**config.mk**
```make
export PLATFORM = sky130hd
export DESIGN_NAME = key_repeat_ctrl
export DESIGN_NICKNAME = d
export VERILOG_FILES = /design/src/rtl/tetris_pkg.sv /design/src/rtl/frame_tick_sync.sv /design/src/rtl/key_repeat_ctrl.sv
export SDC_FILE = /design/constraint.sdc
export NUM_CORES = 1
export LEC_CHECK = 0
export BUFFER_PORTS_ARGS = -buffer_cell sky130_fd_sc_hd__buf_2
export CAP_MARGIN = 20
export CORE_MARGIN = 1.5
export CORE_UTILIZATION = 40
export DETAILED_ROUTE_END_ITERATION = 12
export GPL_TIMING_DRIVEN = 0
export PLACE_DENSITY = 0.62
export SETUP_SLACK_MARGIN = 0.05
export SLEW_MARGIN = 20
export SYNTH_ARGS = -nofsm -noshare
export SYNTH_HDL_FRONTEND = slang
export SYNTH_SLANG_ARGS = --single-unit
```
**constraint.sdc**
```tcl
create_clock -name Clk -period 2.8 [get_ports Clk]
set_clock_uncertainty 0.15 [all_clocks]
set_input_delay 0 -clock Clk [delete_from_list [all_inputs] [get_ports Clk]]
set_output_delay 0 -clock Clk [all_outputs]
set_load 0.03 [all_outputs]
```
**src/rtl/tetris_pkg.sv**
```systemverilog
// Shared Tetris definitions: keyboard codes, decoded key and repeat-state types.
package tetris_pkg;

  localparam logic [7:0] KEY_W = 8'h1A;
  localparam logic [7:0] KEY_A = 8'h04;
  localparam logic [7:0] KEY_S = 8'h16;
  localparam logic [7:0] KEY_D = 8'h07;

  typedef enum logic [2:0] {NONE, LEFT, RIGHT, DOWN, ROT} key_t;
  typedef enum logic [1:0] {IDLE, DELAY, REPEAT} rep_state_t;

  function automatic key_t decode_key(input logic [7:0] code);
    case (code)
      KEY_A:   return LEFT;
      KEY_D:   return RIGHT;
      KEY_S:   return DOWN;
      KEY_W:   return ROT;
      default: return NONE;
    endcase
  endfunction

  // Pulse vector ordering is {rotate, soft_drop, move_right, move_left}
  function automatic logic [3:0] key_onehot(input key_t k);
    case (k)
      LEFT:    return 4'b0001;
      RIGHT:   return 4'b0010;
      DOWN:    return 4'b0100;
      ROT:     return 4'b1000;
      default: return 4'b0000;
    endcase
  endfunction

  function automatic logic [5:0] sat_inc(input logic [5:0] v);
    return (v == 6'd63) ? v : v + 6'd1;
  endfunction

endpackage

```
**src/rtl/frame_tick_sync.sv**
```systemverilog
// Brings an asynchronous frame strobe into the Clk domain as a one-cycle tick
// on each rising edge. Shared with the piece-motion and gravity blocks.
module frame_tick_sync (
  input  logic Clk,
  input  logic Reset_n,
  input  logic async_in,
  output logic tick
);

  logic sync_1, sync_2, sync_2_d;

  always_ff @(posedge Clk or negedge Reset_n) begin
    if (!Reset_n) begin
      sync_1   <= 1'b0;
      sync_2   <= 1'b0;
      sync_2_d <= 1'b0;
      tick     <= 1'b0;
    end else begin
      sync_1   <= async_in;
      sync_2   <= sync_1;
      sync_2_d <= sync_2;
      tick     <= sync_2 & ~sync_2_d;
    end
  end

endmodule

```
**src/rtl/key_repeat_ctrl.sv**
```systemverilog
// Key auto-repeat (DAS/ARR, counted in frames) producing one-Clk move pulses.
// Optional macro KEYREP_SOFTDROP_FAST_EN: held S pulses soft_drop on every frame.
//
// state  | meaning
// IDLE   | no recognised key held
// DELAY  | press pulse issued, waiting DAS frames (ROT parks here for good)
// REPEAT | auto-repeating every ARR frames
module key_repeat_ctrl
  import tetris_pkg::*;
#(
  parameter int DAS_FRAMES = 10,
  parameter int ARR_FRAMES = 2
) (
  input  logic       Clk,
  input  logic       Reset_n,
  input  logic       frame_clk,
  input  logic [7:0] keycode,
  output logic       move_left,
  output logic       move_right,
  output logic       soft_drop,
  output logic       rotate,
  output logic       key_active
);

  localparam logic [5:0] DAS_CNT = 6'(DAS_FRAMES);
  localparam logic [5:0] ARR_CNT = 6'(ARR_FRAMES);

  logic       tick;
  key_t       key;
  key_t       prev_key;
  rep_state_t state;
  logic [5:0] frame_cnt;

  frame_tick_sync u_frame_tick_sync (
    .Clk      (Clk),
    .Reset_n  (Reset_n),
    .async_in (frame_clk),
    .tick     (tick)
  );

  assign key = decode_key(keycode);

  always_ff @(posedge Clk or negedge Reset_n) begin
    if (!Reset_n) begin
      state      <= IDLE;
      prev_key   <= NONE;
      frame_cnt  <= 6'd0;
      key_active <= 1'b0;
      {rotate, soft_drop, move_right, move_left} <= 4'b0000;
    end else begin
      {rotate, soft_drop, move_right, move_left} <= 4'b0000;
      if (tick) begin
        prev_key   <= key;
        key_active <= (key != NONE);
        if (key == NONE) begin
          state     <= IDLE;
          frame_cnt <= 6'd0;
        end else if (state == IDLE || key != prev_key) begin
          {rotate, soft_drop, move_right, move_left} <= key_onehot(key);
          state     <= DELAY;
          frame_cnt <= 6'd1;
`ifdef KEYREP_SOFTDROP_FAST_EN
          if (key == DOWN) state <= REPEAT;
`endif
        end else if (key == ROT) begin
          frame_cnt <= sat_inc(frame_cnt);
`ifdef KEYREP_SOFTDROP_FAST_EN
        end else if (key == DOWN) begin
          soft_drop <= 1'b1;
          state     <= REPEAT;
          frame_cnt <= 6'd1;
`endif
        end else if ((state == DELAY && frame_cnt == DAS_CNT) ||
                     (state == REPEAT && frame_cnt == ARR_CNT)) begin
          {rotate, soft_drop, move_right, move_left} <= key_onehot(key);
          state     <= REPEAT;
          frame_cnt <= 6'd1;
        end else begin
          frame_cnt <= sat_inc(frame_cnt);
        end
      end
    end
  end

endmodule

```
==> results of run 1 <==
## layer usage
layer / GRT usage, % / part of all wire [%]
met1: 25.2 / 49
met2: 26.2 / 46
met3: 2.79 / 3.6
met4: 7.14 / 1.2
met5: 0 / 0
## cells by family after synthesis
| group | Yosys count | synth area share (%) |
|---|---|---|
| buffers and inverters | 14 | 5.41 |
| adders and majority gates | 3 | 3.09 |
| xor gates and xnor gates | 4 | 3.09 |
| AOI/OAI and AO/OA | 30 | 18.8 |
| muxes | 2 | 1.99 |
| and+or+nand+nor | 46 | 23.4 |
| DFF | 20 | 44.2 |
## sequential cells by signal, summed over array words and instances, names as in the netlist
signal,count
prev_key,3
rotate,1
u_frame_tick_sync.sync_2_d,1
move_left,1
frame_cnt,6
key_active,1
u_frame_tick_sync.sync_1,1
u_frame_tick_sync.sync_2,1
u_frame_tick_sync.tick,1
soft_drop,1
move_right,1
state,2
## through the flow
| step | total power (µW) | util, % | hold slack (ns) | instance area, µm² |
|---|---|---|---|---|
| finish | 600 | 50.2 | -0.00299 | 1360 |
| global route | 622 | 50.2 | 0.0123 | 1360 |
| CTS | 603 | 50.0 | 0.0176 | 1350 |
| detailed placement | 357 | 45.8 | -0.174 | 1240 |
| global placement | 356 | 45.8 | -0.180 | 1240 |
| floorplan | 335 | - | -0.446 | 1130 |
## area by class of cell
type,count,area [µm²]
plain buffers,6,31.3
clock buffers,3,22.5
clock inverters,1,30.0
fillers,253,1350
inverters,8,30.0
multi-input cells,85,577
flip-flops and latches,20,500
well taps,31,38.8
repair buffers,20,130
## report_power, final
part / switching, µW / leakage (µW) / internal [µW]
sequential: 4.32 / 0.000269 / 294
clock: 96.0 / 0.0000279 / 145
combinational: 34.9 / 0.000293 / 25.6
total: 135 / 0.000590 / 465
## cells in the mapped netlist (all sizes together), types with 3 or more instances
| master | instances |
|---|---|
| nor4 | 3 |
| nor3 | 4 |
| nor2b | 3 |
| dfrtp | 20 |
| inv | 8 |
| o21ai | 6 |
| and3 | 3 |
| nor2 | 6 |
| clkbuf | 4 |
| nand3 | 7 |
| or3 | 3 |
| nand2 | 5 |
| a21oi | 11 |
## placed cells by master (no fill, tap or decap), types with 3 or more instances in the layout
cell type	n
dfrtp_1	20
buf_2	15
a21oi_1	10
inv_1	8
nand3_1	7
nor2_1	6
dlygate4sd3_1	6
nand2_1	5
o21ai_0	5
clkbuf_1	4
nor3_1	4
nor2b_1	3
or3_1	3
and3_1	3
clkbuf_4	3
## worst paths after layout
check | endpoint | slack, ns
setup / recovery | frame_cnt[4]$_DFFE_PN0P_ | 0.34
min in group Clk | rotate$_DFF_PN0_ | 0.01
setup reg to reg | state[0]$_DFFE_PN0P_ | 0.37
max in group asynchronous | soft_drop$_DFF_PN0_ | 2.18
hold / removal | frame_cnt[5]$_DFFE_PN0P_ | -0.003
hold reg to reg | u_frame_tick_sync.sync_2$_DFF_PN0_ | 0.23
## timing repair
item,4_1_cts,5_1_grt
hold endpoints to repair,26,0
endpoints found under the setup margin,0,1
resized for setup,0,1
hold buffers,6,0
buffers inserted,0,0
==> results.sh, run 1 <==
export IMPL_critical_path_top_delay_family="simple AND/OR/NAND/NOR gates"
export IMPL_floorplan_die_height_um=56.2
export IMPL_vdd_ir_drop_worst_v=0.000329
export IMPL_finish_net_count=157
export IMPL_gr_usage_all_layers_pct=17.5
export IMPL_setup_slack_ns=0.337
export IMPL_cts_htree_levels=1
export IMPL_rsz0062_at_grt="false"
export IMPL_leakage_uw=0.000590
export IMPL_grt_pass1_vias=965
export IMPL_final_antenna_net_count=0
export IMPL_first_pass_grt_wire_length_um=4370
export IMPL_final_hold_viol_count=4
export IMPL_placement_stage_worst_setup_slack_ns=0.300
export IMPL_final_standard_cell_count_with_taps_included_and_fillers_excluded=174
export IMPL_synth_top_flop_cell="dfrtp_1"
export IMPL_count_of_flip_flops_with_a_built_in_enable_after_synthesis=0
export IMPL_critical_path_slowest_cell="or4_1"
export IMPL_highest_cell_delay_on_the_worst_timing_path_ns=0.55
export IMPL_maxCapViolCount=0
export IMPL_worst_endpoint_required_ns=2.90
export IMPL_worstReg2RegStart="frame_cnt[0]$_DFFE_PN0P_"
export IMPL_share_of_cells_above_drive_strength_1_pct=19.6
export IMPL_detailedRoute_firstIterationViolations=46
export IMPL_totalNegativeSetupSlack_ns=0
export IMPL_setup_worst_path_start_class="input pin"
export IMPL_nature_of_the_critical_path_endpoint="register"
export IMPL_cts_sinks=20
export IMPL_cts_root_buf="clkbuf_4"
export IMPL_worstPathCellList="dlygate4sd3_1 > buf_2 > or3_1 > nor4_2 > xnor2_1 > o221ai_2 > or4_1 > a21oi_1"
export IMPL_timing_critical_path_arrival_ns=2.57
export IMPL_synth_yosys_warnings=0
export IMPL_violated_checks="hold timing"
export IMPL_post_synth_num_cell_types=41
export IMPL_maximum_number_of_pins_on_one_net_before_global_route_repair=21
export IMPL_setup_viol_count_final=0
export IMPL_crit_path_time_final_ns=2.46
export IMPL_synth_net_count=132
export IMPL_timing_max_slew_rel_slack_pct=68.6
export IMPL_area_delta_synth_final_pct=20.1
export IMPL_remaining_drc_errors=0
export IMPL_tightestPinTransition_ns=0.467
export IMPL_netlist_instances=119
export IMPL_post_place_cells=164
export IMPL_die_w_um=56.2
export IMPL_die_area_um2=3160
export IMPL_worst_path_buf_inv=2
export IMPL_worstSetupPathType="in2reg"
export IMPL_clock_slew_at_reported_path_ffs_ns=0.13
export IMPL_synth_sequential_area_ratio_pct=44.2
export IMPL_routabilityCongestion=0.870
export IMPL_route_final_wire_length_um=2490
export IMPL_initial_core_util_pct=41.8
export IMPL_syn_area_um2=1130
export IMPL_diodes=0
export IMPL_cts_buffer_depth=2
export IMPL_grt_ovfl_total=0
export IMPL_fmaxAchievable_mhz=406
export IMPL_port_buffers=14
export IMPL_cts_inserted_buffers=3
export IMPL_outcome="complete, but fails checks"
export IMPL_core_region_um2=2710
export IMPL_final_max_slew_violation_count=0
export IMPL_dp_hpwl_um=1730
export IMPL_synth_seq_cells=20
export IMPL_clkLatencyLatePin_ns=0.31
export IMPL_worstRegToRegCells=7
export IMPL_routed_via_count=1003
export IMPL_netlist_top_cells_area="dfrtp_1 (44%), a21oi_1 (4.4%), nand3_1 (3.1%)"
export IMPL_hold_path_class="in2async"
export IMPL_core_rowCount=19
export IMPL_cts_tree="yes"
export IMPL_worstSetupPathDepth=8
export IMPL_worst_setup_path_startpoint="keycode[6]"
export IMPL_hold_slack_ns=-0.00299
export IMPL_postSynthAreaPerCell_um2=9.52
export IMPL_drt_first_pass_iters=4
export IMPL_via_per_inst=5.76
export IMPL_wl_per_cell_um=14.3
export IMPL_cellPowerDensity_nw_per_um2=441
export IMPL_grt_antenna_before_repair=0
export IMPL_yosysTopAreaCellShare_pct=44.2
export IMPL_async_flop_share_pct=100
export IMPL_ports=16
export IMPL_yosysTopAreaCell="dfrtp_1"
export IMPL_final_worst_path_cycle_share_pct=88.0
export IMPL_critical_path_peak_fanout=4
(Power assumes the default switching activity.)
==> run 2: changes to the inputs <==
Clock period 2.8 ns to 2.7 ns, I/O delays scaled along.
==> results.sh, run 2 (synthesis results as in run 1) <==
export IMPL_drt_first_pass_iters=4
export IMPL_routabilityCongestion=0.870
export IMPL_grt_ovfl_total=0
export IMPL_hold_slack_ns=-0.00940
export IMPL_timing_max_slew_rel_slack_pct=49.2
export IMPL_regMostFlops="frame_cnt"
export IMPL_via_per_inst=5.74
export IMPL_leakage_uw=0.000590
export IMPL_tightestPinTransition_ns=0.754
export IMPL_worstReg2RegStart="frame_cnt[0]$_DFFE_PN0P_"
export IMPL_maxCapViolCount=0
export IMPL_core_region_um2=2710
export IMPL_port_buffers=14
export IMPL_worstRegToRegCells=7
export IMPL_setup_reg_to_reg_worst_slack_ns=0.27
export IMPL_diodes=0
export IMPL_clock_slew_at_reported_path_ffs_ns=0.13
export IMPL_cts_buffer_depth=2
export IMPL_final_worst_path_cycle_share_pct=89.9
export IMPL_hold_path_class="in2async"
export IMPL_cts_hold_fix_buffers=6
export IMPL_drt_met1_wl_um=1210
export IMPL_layout_common_cells="dfrtp_1 (20), buf_2 (15), a21oi_1 (10)"
export IMPL_worstSetupPathType="reg2reg"
export IMPL_dp_hpwl_um=1730
export IMPL_timing_critical_path_arrival_ns=2.48
export IMPL_wl_met2_um=1170
export IMPL_grt_antenna_before_repair=0
export IMPL_route_final_wire_length_um=2500
export IMPL_remaining_drc_errors=0
export IMPL_routed_via_count=998
export IMPL_grt_pass1_vias=960
export IMPL_maximum_number_of_pins_on_one_net_before_global_route_repair=21
export IMPL_fmaxAchievable_mhz=412
export IMPL_rsz0062_at_grt="false"
export IMPL_core_rowCount=19
export IMPL_cts_tree="yes"
export IMPL_setup_worst_path_start_class="register"
export IMPL_share_of_cells_above_drive_strength_1_pct=18.9
export IMPL_post_cts_resized=0
export IMPL_finish_net_count=157
export IMPL_cellPowerDensity_nw_per_um2=461
export IMPL_wl_per_cell_um=14.4
export IMPL_die_w_um=56.2
export IMPL_worst_endpoint_required_ns=2.75
export IMPL_cts_htree_levels=1
export IMPL_setup_viol_count_final=0
export IMPL_number_of_flip_flops_in_the_largest_register=6
export IMPL_post_cts_setup_buffers=0
export IMPL_clkLatencyLatePin_ns=0.32
export IMPL_largest_registers="frame_cnt: 6 flops, prev_key: 3 flops, state: 2 flops"
export IMPL_crit_path_time_final_ns=2.43
export IMPL_final_antenna_net_count=0
export IMPL_cts_inserted_buffers=3
export IMPL_critical_path_peak_fanout=4
export IMPL_initial_core_util_pct=41.8
export IMPL_totalNegativeSetupSlack_ns=0
export IMPL_cts_root_buf="clkbuf_4"
export IMPL_vdd_ir_drop_worst_v=0.000344
export IMPL_die_area_um2=3160
export IMPL_worstPathCellList="inv_1 > ha_1 > or4b_2 > a21oi_1 > nor2b_1 > o21ai_0 > a32o_1"
export IMPL_crit_reg2reg_capture="state[0]$_DFFE_PN0P_"
export IMPL_cts_sinks=20
export IMPL_first_pass_grt_wire_length_um=4400
export IMPL_floorplan_die_height_um=56.2
export IMPL_highest_cell_delay_on_the_worst_timing_path_ns=0.62
export IMPL_outcome="complete, but fails checks"
export IMPL_critical_path_slowest_cell="or4b_2"
export IMPL_fillers=250
export IMPL_violated_checks="hold timing"
export IMPL_final_max_slew_violation_count=0
export IMPL_met3_routed_wl_um=101
export IMPL_final_hold_viol_count=12
export IMPL_most_frequent_standard_cell_in_the_layout_excluding_fill_and_tap_cells="dfrtp_1"
export IMPL_nature_of_the_critical_path_endpoint="register"
export IMPL_ports=16
export IMPL_detailedRoute_firstIterationViolations=38
export IMPL_gr_usage_all_layers_pct=17.6
export IMPL_top_signal_layer_used="met4"
export IMPL_area_delta_synth_final_pct=19.6
==> run 2: how the worst max path moves through the flow <==
stage / slack, ns / start / depth (start not counted) / end
detailed placement: 0.20 / keycode[5] / 7 / frame_cnt[4]$_DFFE_PN0P_
floorplan: 0.51 / prev_key[1]$_DFFE_PN0P_ / 6 / frame_cnt[4]$_DFFE_PN0P_
CTS: 0.30 / frame_cnt[0]$_DFFE_PN0P_ / 7 / state[0]$_DFFE_PN0P_
finish: 0.27 / frame_cnt[0]$_DFFE_PN0P_ / 7 / state[0]$_DFFE_PN0P_
global route: 0.18 / frame_cnt[0]$_DFFE_PN0P_ / 7 / state[0]$_DFFE_PN0P_
global placement: 0.21 / keycode[5] / 7 / frame_cnt[4]$_DFFE_PN0P_
==> run 2: stage by stage <==
step / util, % / instances / power (µW) / instance area [µm²] / setup WS, ns
final: 50.0 / 174 / 624 / 1350 / 0.273
after global routing: 50.0 / 174 / 644 / 1350 / 0.179
after CTS: 50.0 / 174 / 626 / 1350 / 0.302
after detailed placement: 45.8 / 164 / 370 / 1240 / 0.200
after global placement: 45.8 / 164 / 369 / 1240 / 0.210
after floorplan: - / 119 / 347 / 1130 / 0.511
==> run 2: report_power, final <==
group          switching, µW  internal (µW)
logic                   35.6           26.5
registers               4.45            305
clock network            102            150
==> run 2: per-layer routing <==
layer	track usage, %	vias to the layer above
met3	2.79	4
met1	25.2	478
met5	0	-
met2	26.4	28
li1	-	488
met4	7.14	0
==> run 2: area by class of cell <==
cell class	instances	area (µm²)	area share, %
well taps	31	38.8	2.87
clock inverters	1	30.0	2.22
multi-input cells	85	571	42.1
clock buffers	3	22.5	1.66
plain buffers	6	31.3	2.31
repair buffers	20	130	9.61
inverters	8	30.0	2.22
flip-flops and latches	20	500	37.0
==> run 2: worst max-delay path, delay by kind of cell, from the launching register on <==
family,cells,cell delay (ns)
compound gates,3,0.61
fa+ha+maj,1,0.14
flops,1,0.43
buf+inv,1,0.09
simple gates,2,0.89
